`src/rtl/alu_sweep_master_if.sv`:
```
// Operand/Init/Done bus between the self-test sequencer (master) and the ALU (slave),
// plus the sequencer's status outputs.
interface alu_sweep_master_if;
    logic        start;
    logic        done;
    logic [7:0]  result;
    logic [3:0]  a;
    logic [3:0]  b;
    logic [1:0]  select;
    logic        init;
    logic        busy;
    logic        finished;
    logic        fail;
    logic [10:0] err_count;
    logic        timeout;

    modport master (
        input  start, done, result,
        output a, b, select, init, busy, finished, fail, err_count, timeout
    );

    modport slave (
        output start, done, result,
        input  a, b, select, init, busy, finished, fail, err_count, timeout
    );
endinterface

```
`src/rtl/alu_sweep_master.sv`:
```
// Exhaustive ALU self-test sequencer: sweeps {select,a,b} and checks against a golden model.
// Optional macro ALU_SWEEP_STOP_ON_ERR_EN: halt on the first mismatch or timeout.
module alu_sweep_master #(
    parameter int SETTLE_CYCLES = 2,
    parameter int TIMEOUT       = 64
) (
    input  logic                 clk,
    input  logic                 rst_n,
    alu_sweep_master_if.master   bus
);
    localparam int TMAX = (TIMEOUT > SETTLE_CYCLES) ? TIMEOUT : SETTLE_CYCLES;
    localparam int CW   = $clog2(TMAX + 1);

    typedef enum logic [2:0] {
        IDLE, DRIVE, SETTLE, INIT_LO, WAIT_DONE, CHECK, NEXT, FINISH
    } state_t;

`ifdef ALU_SWEEP_STOP_ON_ERR_EN
    localparam bit STOP_ON_ERR = 1'b1;
`else
    localparam bit STOP_ON_ERR = 1'b0;
`endif

    state_t      state_reg, state_next;
    logic [9:0]  vec_reg, vec_next;
    logic [CW-1:0] timer_reg, timer_next;
    logic        done_reg;
    logic        busy_reg, busy_next;
    logic        finished_reg, finished_next;
    logic        fail_reg, fail_next;
    logic        timeout_reg, timeout_next;
    logic [10:0] err_reg, err_next;
    logic        init_lo;
    logic [7:0]  golden;
    logic [3:0]  op_a, op_b;

    assign op_a = vec_reg[7:4];
    assign op_b = vec_reg[3:0];

    always_comb begin
        golden = 8'h00;
        case (vec_reg[9:8])
            2'b00:   golden = {4'b0, op_a} + {4'b0, op_b};
            2'b01:   golden = ({4'b0, op_a} - {4'b0, op_b}) & 8'h1F;
            2'b10:   golden = {4'b0, op_a} * {4'b0, op_b};
            default: golden = {4'b0, op_a & op_b};
        endcase
    end

    always_ff @(posedge clk or negedge rst_n) begin
        if (!rst_n) begin
            state_reg    <= IDLE;
            vec_reg      <= '0;
            timer_reg    <= '0;
            done_reg     <= 1'b0;
            busy_reg     <= 1'b0;
            finished_reg <= 1'b0;
            fail_reg     <= 1'b0;
            timeout_reg  <= 1'b0;
            err_reg      <= '0;
        end else begin
            state_reg    <= state_next;
            vec_reg      <= vec_next;
            timer_reg    <= timer_next;
            done_reg     <= bus.done;
            busy_reg     <= busy_next;
            finished_reg <= finished_next;
            fail_reg     <= fail_next;
            timeout_reg  <= timeout_next;
            err_reg      <= err_next;
        end
    end

    always_comb begin
        state_next    = state_reg;
        vec_next      = vec_reg;
        timer_next    = timer_reg;
        busy_next     = busy_reg;
        finished_next = finished_reg;
        fail_next     = fail_reg;
        timeout_next  = timeout_reg;
        err_next      = err_reg;
        init_lo       = 1'b0;

        case (state_reg)
            IDLE: begin
                if (bus.start) begin
                    finished_next = 1'b0;
                    fail_next     = 1'b0;
                    timeout_next  = 1'b0;
                    err_next      = '0;
                    vec_next      = '0;
                    busy_next     = 1'b1;
                    state_next    = DRIVE;
                end
            end
            DRIVE: begin
                timer_next = '0;
                state_next = (vec_reg[9:8] == 2'b10) ? INIT_LO : SETTLE;
            end
            SETTLE: begin
                if (timer_reg == CW'(SETTLE_CYCLES - 1)) state_next = CHECK;
                else                                     timer_next = timer_reg + 1'b1;
            end
            INIT_LO: begin
                init_lo    = 1'b1;
                timer_next = '0;
                state_next = WAIT_DONE;
            end
            WAIT_DONE: begin
                // Only a fresh rising edge counts; a Done left high by the last multiply is stale.
                if (bus.done && !done_reg) begin
                    state_next = CHECK;
                end else if (timer_reg == CW'(TIMEOUT - 1)) begin
                    err_next     = (err_reg == 11'h7FF) ? err_reg : err_reg + 1'b1;
                    fail_next    = 1'b1;
                    timeout_next = 1'b1;
                    state_next   = STOP_ON_ERR ? FINISH : NEXT;
                end else begin
                    timer_next = timer_reg + 1'b1;
                end
            end
            CHECK: begin
                state_next = NEXT;
                if (bus.result != golden) begin
                    err_next  = (err_reg == 11'h7FF) ? err_reg : err_reg + 1'b1;
                    fail_next = 1'b1;
                    if (STOP_ON_ERR) state_next = FINISH;
                end
            end
            NEXT: begin
                if (vec_reg == 10'h3FF) begin
                    state_next = FINISH;
                end else begin
                    vec_next   = vec_reg + 1'b1;
                    state_next = DRIVE;
                end
            end
            default: begin
                state_next = IDLE;
            end
        endcase

        // Finished rises on entry to FINISH so a same-cycle Start lands outside IDLE.
        if (state_next == FINISH && state_reg != FINISH) begin
            finished_next = 1'b1;
            busy_next     = 1'b0;
        end
    end

    assign bus.a         = op_a;
    assign bus.b         = op_b;
    assign bus.select    = vec_reg[9:8];
    assign bus.init      = ~init_lo;
    assign bus.busy      = busy_reg;
    assign bus.finished  = finished_reg;
    assign bus.fail      = fail_reg;
    assign bus.err_count = err_reg;
    assign bus.timeout   = timeout_reg;
endmodule

```
`src/flat_wrapper.sv`:
```
// flat-port wrapper written by rule: the top's interface ports become plain ports
module alu_sweep_master_flat 
#(
    parameter int SETTLE_CYCLES = 2,
    parameter int TIMEOUT       = 64
)
  (clk, rst_n, bus_start, bus_done, bus_result, bus_a, bus_b, bus_select, bus_init, bus_busy, bus_finished, bus_fail, bus_err_count, bus_timeout);
  alu_sweep_master_if bus_i ();
  input  logic clk;
  input  logic rst_n;
  input wire logic [$bits(bus_i.start)-1:0] bus_start;
  input wire logic [$bits(bus_i.done)-1:0] bus_done;
  input wire logic [$bits(bus_i.result)-1:0] bus_result;
  output wire logic [$bits(bus_i.a)-1:0] bus_a;
  output wire logic [$bits(bus_i.b)-1:0] bus_b;
  output wire logic [$bits(bus_i.select)-1:0] bus_select;
  output wire logic [$bits(bus_i.init)-1:0] bus_init;
  output wire logic [$bits(bus_i.busy)-1:0] bus_busy;
  output wire logic [$bits(bus_i.finished)-1:0] bus_finished;
  output wire logic [$bits(bus_i.fail)-1:0] bus_fail;
  output wire logic [$bits(bus_i.err_count)-1:0] bus_err_count;
  output wire logic [$bits(bus_i.timeout)-1:0] bus_timeout;
  assign bus_i.start = bus_start;
  assign bus_i.done = bus_done;
  assign bus_i.result = bus_result;
  assign bus_a = bus_i.a;
  assign bus_b = bus_i.b;
  assign bus_select = bus_i.select;
  assign bus_init = bus_i.init;
  assign bus_busy = bus_i.busy;
  assign bus_finished = bus_i.finished;
  assign bus_fail = bus_i.fail;
  assign bus_err_count = bus_i.err_count;
  assign bus_timeout = bus_i.timeout;
  alu_sweep_master #(.SETTLE_CYCLES(SETTLE_CYCLES), .TIMEOUT(TIMEOUT)) u_core (.clk(clk), .rst_n(rst_n), .bus(bus_i));
endmodule
```
`config.mk`:
```
export PLATFORM = sky130hd
export DESIGN_NAME = alu_sweep_master_flat
export DESIGN_NICKNAME = d
export VERILOG_FILES = /design/src/rtl/alu_sweep_master_if.sv /design/src/rtl/alu_sweep_master.sv /design/src/flat_wrapper.sv
export SDC_FILE = /design/constraint.sdc
export NUM_CORES = 1
export LEC_CHECK = 0
export ABC_AREA = 1
export CORE_MARGIN = 10
export CORE_UTILIZATION = 56
export DETAILED_ROUTE_END_ITERATION = 16
export HOLD_SLACK_MARGIN = 0.15
export PLACE_DENSITY = 0.81
export SETUP_SLACK_MARGIN = 0.15
export SYNTH_ARGS = -nofsm -noshare
export SYNTH_HDL_FRONTEND = slang
export SYNTH_SLANG_ARGS = --single-unit
export TNS_END_PERCENT = 30
```
`constraint.sdc`:
```
create_clock -name clk -period 3.9 [get_ports clk]
set_clock_uncertainty 0.05 [all_clocks]
set_input_delay 0.39 -clock clk [delete_from_list [all_inputs] [get_ports clk]]
set_output_delay 0.39 -clock clk [all_outputs]
set_load 0.02 [all_outputs]
```
* After elaboration in Yosys (flattened, before gate mapping)
Cells that the tools add are included.
** Cells by class
- Add/sub/neg operators :: 5
- Multipliers :: 1
- Divide/modulo/power cells :: 0
- Magnitude comparators :: 0
- Eq/ne operators :: 22
- Shift-type cells :: 0
- Multiplexer cells :: 33
- Bitwise gates (word level) :: 2
- Reduce and logical (&&, ||, !) cells :: 17
** Operator list (number)
- 2-to-1 mux 11 bit :: 5
- case mux 11 bit (3 select lines) :: 1
- case mux 8 bit (3 select lines) :: 1
- 2-to-1 mux 7 bit :: 3
- case mux 3 bit (7 select lines) :: 1
- case mux 7 bit (3 select lines) :: 1
- 2-to-1 mux 10 bit :: 2
- case mux 10 bit (2 select lines) :: 1
- 2-to-1 mux 3 bit :: 5
- == test 3 bit, second input constant :: 4
- adder 11 x 1 -> 11 bit, second input constant :: 1
- == test 11 bit, second input constant :: 1
- 2-to-1 mux 1 bit :: 11
- adder 10 x 1 -> 10 bit, second input constant :: 1
- == test 10 bit, second input constant :: 1
- != test 2 bit, second input constant :: 5
- multiplier 4 x 4 -> 8 bit :: 1
- != test 8 bit :: 1
- AND reduction 4 bit :: 2
- nonzero test 2 bit :: 4
- adder 7 x 1 -> 7 bit, second input constant :: 1
- == test 7 x 1 -> 1 bit, second input constant :: 1
- == test 7 x 6 -> 1 bit, second input constant :: 1
- == test 3 x 2 -> 1 bit, second input constant :: 2
- other kinds (20) :: 23
** Word-level totals
- Flip-flop bits (word level) :: 36
- Bits in latches :: 0
- Memory bits (writable) :: 0
- Memory bits (read-only) :: 0
- Output and inout port bits :: 26
- Logic and storage cells :: 89
- Memories :: 0

* Longest topological paths before layout
- Word-level depth :: 8
- Gate-level depth with buffers :: 22
- Mapped depth without buffers :: 20

* Worst setup path after synthesis
Ideal clock, no wire load.
- Kind :: reg2reg
- From :: register u_core.vec_reg[5]
- To :: register u_core.err_reg[5], in the netlist u_core.bus.err_count[5]
- Library setup time :: 0.118 ns
- Arrival time :: 3.188 ns
- Data required time :: 3.732 ns
- Slack :: 0.545 ns
- Stages on the path, launching flop included :: 17
- Buffers on the path :: 1
- Path through :: dfrtp_1 -> nand2_1 -> fa_1 -> fa_1 -> inv_1 -> fa_1 -> nand3_1 -> nand3b_1 -> nand3_1 -> nand2_1 -> nand2_1 -> nand3_1 -> nor2_1 -> nand2_2 -> buf_2 -> nand4_1 -> nand2_1
** Between the ends
- Cells in the longest elaborated chain, start to end :: 5
- Elaborated cells on any way between the ends :: 8
** RTL lines
- start, declared :: line alu_sweep_master.sv:25 : logic [9:0] vec_reg, vec_next;
- start signal, assigned :: line alu_sweep_master.sv:63 : vec_reg <= vec_next;
- multiplier 4 x 4 -> 8 bit (tied with other cells) :: line alu_sweep_master.sv:45 : 2'b10: golden = {4'b0, op_a} * {4'b0, op_b};
- case mux 8 bit (3 select lines) * :: line alu_sweep_master.sv:42 : case (vec_reg[9:8])
- != test 8 bit * :: line alu_sweep_master.sv:125 : if (bus.result != golden) begin
- != test 2 x 1 -> 1 bit (no source line) *
- AND reduction 5 bit (no source line) *
- end signal, assigned :: line alu_sweep_master.sv:70 : err_reg <= err_next;
- end, declared :: line alu_sweep_master.sv:32 : logic [10:0] err_reg, err_next;
Mark *: on every way between the ends. The rest lies on a longest branch, timed or not.
A chain may end at the register's enable or synchronous reset.

* Worst setup path after layout
- From :: register u_core.vec_reg[2]
- To :: register u_core.err_reg[1], in the netlist u_core.bus.err_count[1]
Same word-level chain as after synthesis.

==> impl_metrics.py <==
metrics = {
    "place": {
        "port_buffers": 37,
        "globalplace.congestion": 0.971,
        "dp_cells": 542,
        "dpl.hpwl_um": 5720,
    },
    "floorplanning": {
        "coreArea_mm2": 0.00514,
        "die_height_um": 93.2,
        "num_rows": 26,
        "io_pins": 38,
        "start_util_pct": 58.3,
        "die_area_mm2": 0.00868,
        "die_w_um": 93.2,
    },
    "yosys": {
        "synthTopCellsByArea": "dfrtp_1, nand2_1, ha_1",
        "async_flop_share_pct": 100,
        "ys.flop_type": "dfrtp_1",
        "yosysWarnings": 0,
        "synth_top_area_cell": "dfrtp_1",
        "ys_seq_area_share_pct": 30.0,
        "synth_edf_count": 0,
        "synthCells": 438,
        "yosysTopAreaCellShare_pct": 30.0,
        "synth.cell_area_mm2": 0.00300,
        "ys_types": 38,
        "syn_area_per_cell_um2": 6.85,
        "syn_nets": 477,
        "synth_seq_cells": 36,
    },
    "drt": {
        "met2_length_um": 3540,
        "ant_nets": 0,
        "routed.top_layer": "met4",
        "wl_per_cell_um": 13.6,
        "vias_per_cell": 5.39,
        "wl_met3_um": 371,
        "initialDrtViolationCount": 151,
        "routed_wl_um": 7490,
        "wl_met1_um": 3490,
        "firstDrtPassIters": 5,
        "drc": 0,
        "vias": 2962,
    },
    "grt": {
        "grt_max_degree": 37,
        "grt_pass1_vias": 2775,
        "grt_remaining_overflow": 0,
        "grtUsageTotal_pct": 17.4,
        "grt_first_pass_wirelength_um": 12600,
        "antenna_found_initial": 0,
    },
    "sta": {
        "setup_tns_ns": 0,
        "drv_slew": 0,
        "rsz0062_at_grt": "no",
        "fmax_mhz": 292,
        "relSlewSlack_pct": 57.2,
        "period_needed_ns": 3.42,
        "tightestPinTransition_ns": 0.642,
        "setup_viol": 0,
        "period_share_pct": 87.8,
        "finalHoldViolCount": 0,
    },
    "power_and_ir_drop": {
        "clkPwrFrac_pct": 16.7,
        "internal-power_w": 0.000858,
        "p_sw_share_pct": 46.9,
        "comb_power_share_pct": 52.1,
        "vdd_drop_max_mv": 0.474,
        "netSwitchingPower_w": 0.000759,
        "pwr-share-seq_pct": 31.1,
        "p_per_area_mw_per_mm2": 456,
        "p_leak_nw": 1.80,
    },
    "cts": {
        "path_clk_slew_ns": 0.08,
        "htreeDepth": 2,
        "cts.sinks": 36,
        "cts_buffers": 5,
        "clock_latency_ns": 0.30,
        "clockBufferDepth": 2,
        "ctsRootBufferMaster": "clkbuf_8",
        "cts_tree": "done",
    },
    "worst_setup_path": {
        "path_common_cell": "nand2_1",
        "end_kind": "flip-flop",
        "startpoint_type": "flip-flop",
        "arrival_ns": 3.62,
        "worstPathRequired_ns": 4.09,
        "cp_slowest_stage_delay_ns": 0.55,
        "critPathTopFamily": "adder cells",
        "slowest_stage": "fa_1",
        "critPathKind": "flip-flop to flip-flop",
        "crit_fanout": 14,
        "cp_cell_sequence": "nand2_1, fa_1, fa_1, inv_1, fa_1, nand3_1, nand3b_1, nand3_1, nand2_1, nand2_1, nand3_1, nor2_1, nand2_4, nand3_4, nand2_1, nand2_1",
        "critPathBufInv": 1,
    },
    "cells_and_area": {
        "fin_nets": 518,
        "area_growth_pct": 18.4,
        "finish.utilization_pct": 69.1,
        "diodes": 0,
        "drive_above_1_share_pct": 6.67,
        "seq_area_um2": 902,
        "fin_cells": 550,
        "fillers": 477,
        "multiInputGateArea_mm2": 0.00179,
        "largest_register_ffs": 11,
    },
    "status": {
        "status": "finished clean",
    },
    "min_path": {
        "hold_path.class": "flip-flop to flip-flop",
    },
    "run": {
        "cap_violations": 0,
    },
}
-- cell type report --
type / instances / area share (%)
inverters: 71 / 7.51
well taps: 70 / 2.47
clock buffers: 5 / 1.94
repair buffers: 43 / 11.7
multi-input cells: 322 / 50.5
flip-flops and latches: 36 / 25.4
clock inverters: 3 / 0.529
-- timing repair --
item | CTS | global route
setup buffers | 0 | 0
gates resized for setup | 0 | 3
hold buffers | 0 | 0
endpoints found under the hold margin | 0 | 0
endpoints found under the setup margin | 0 | 11
-- final timing paths --
check	cells after the start	start	slack [ns]	end
hold / removal	2	u_core.bus.fail$_DFFE_PN0P_	0.44	u_core.bus.fail$_DFFE_PN0P_
min in group asynchronous	2	rst_n	0.45	u_core.bus.err_count[4]$_DFFE_PN0P_
setup / recovery	16	u_core.vec_reg[2]$_DFFE_PN0P_	0.48	u_core.bus.err_count[1]$_DFFE_PN0P_
hold reg to reg	2	u_core.bus.fail$_DFFE_PN0P_	0.44	u_core.bus.fail$_DFFE_PN0P_
max in group asynchronous	2	rst_n	2.98	u_core.vec_reg[2]$_DFFE_PN0P_
setup reg to reg	16	u_core.vec_reg[2]$_DFFE_PN0P_	0.48	u_core.bus.err_count[1]$_DFFE_PN0P_
-- synthesized netlist by cell type (2+ instances only) --
cell type / count
inv_2: 7
nor3_1: 6
dfrtp_1: 36
nor2_2: 3
o31ai_1: 2
nand3b_1: 3
nor3b_1: 2
buf_4: 3
nand3_1: 34
a211oi_1: 2
inv_1: 63
or2_1: 4
nand2_2: 2
fa_1: 5
buf_2: 6
o2111ai_1: 2
nor3_2: 2
nand2_1: 114
a21oi_1: 23
o21ai_0: 13
o21ai_1: 2
xor2_1: 4
ha_1: 22
nand4_1: 20
nor2_1: 45
-- worst reg2reg max path, cell delays in order, from the launching register on --
cell	delay, ns
dfrtp_2	0.47
nand2_1	0.14
fa_1	0.51
fa_1	0.55
inv_1	0.07
fa_1	0.46
nand3_1	0.13
nand3b_1	0.11
nand3_1	0.10
nand2_1	0.05
nand2_1	0.05
nand3_1	0.07
nor2_1	0.17
nand2_4	0.16
nand3_4	0.16
nand2_1	0.07
nand2_1	0.06
-- power by group through the flow --
stage / sequential [W] / combinational (W) / clock, W
after floorplan: 0.000509 / 0.000644 / 0
after global placement: 0.000508 / 0.000804 / 0
after detailed placement: 0.000510 / 0.000826 / 0
after CTS: 0.000503 / 0.000831 / 0.000276
after global routing: 0.000515 / 0.000965 / 0.000291
final: 0.000504 / 0.000843 / 0.000271
-- stage by stage --
| stage | area [µm²] | worst slack [ns] | hold slack (ns) | total power (W) |
|---|---|---|---|---|
| 2_1_floorplan | 3000 | 0.545 | 0.0444 | 0.00115 |
| 3_3_place_gp | 3450 | 0.388 | 0.416 | 0.00131 |
| 3_5_place_dp | 3450 | 0.225 | 0.430 | 0.00134 |
| 4_1_cts | 3540 | 0.212 | 0.446 | 0.00161 |
| 5_1_grt | 3550 | 0.218 | 0.452 | 0.00177 |
| 6_report | 3550 | 0.475 | 0.437 | 0.00162 |
-- routing by layer --
layer / vias to the layer above / track usage, %
met5: - / 0
met4: 0 / 6.43
met3: 7 / 3.36
met2: 78 / 28.8
met1: 1366 / 21.9
li1: 1511 / -
-- placed cells by master (no fill, tap or decap), types with 2 or more instances in the layout --
cell / count
dfrtp_1: 35
inv_1: 63
nand3_1: 34
nand4_1: 20
nor2_1: 45
fa_1: 5
xor2_1: 4
nand3b_1: 3
or2_1: 4
nor2_2: 3
a21oi_1: 23
clkdlybuf4s50_1: 37
o2111ai_1: 2
o21ai_1: 2
nor3_2: 2
clkbuf_8: 5
buf_4: 6
nor3_1: 6
o21ai_0: 13
ha_1: 22
inv_2: 7
a211oi_1: 2
clkinv_2: 2
nand2_1: 114
o31ai_1: 2
nor3b_1: 2
-- logic make-up after synthesis --
kind of cell / Yosys count / share of synthesized area [%]
flops: 36 / 30.0
compound gates: 50 / 9.47
simple gates: 240 / 35.9
buf+inv: 80 / 10.6
fa+ha+maj: 27 / 12.5
xor+xnor: 5 / 1.46
Note: power is estimated with default switching activity, not from simulation.
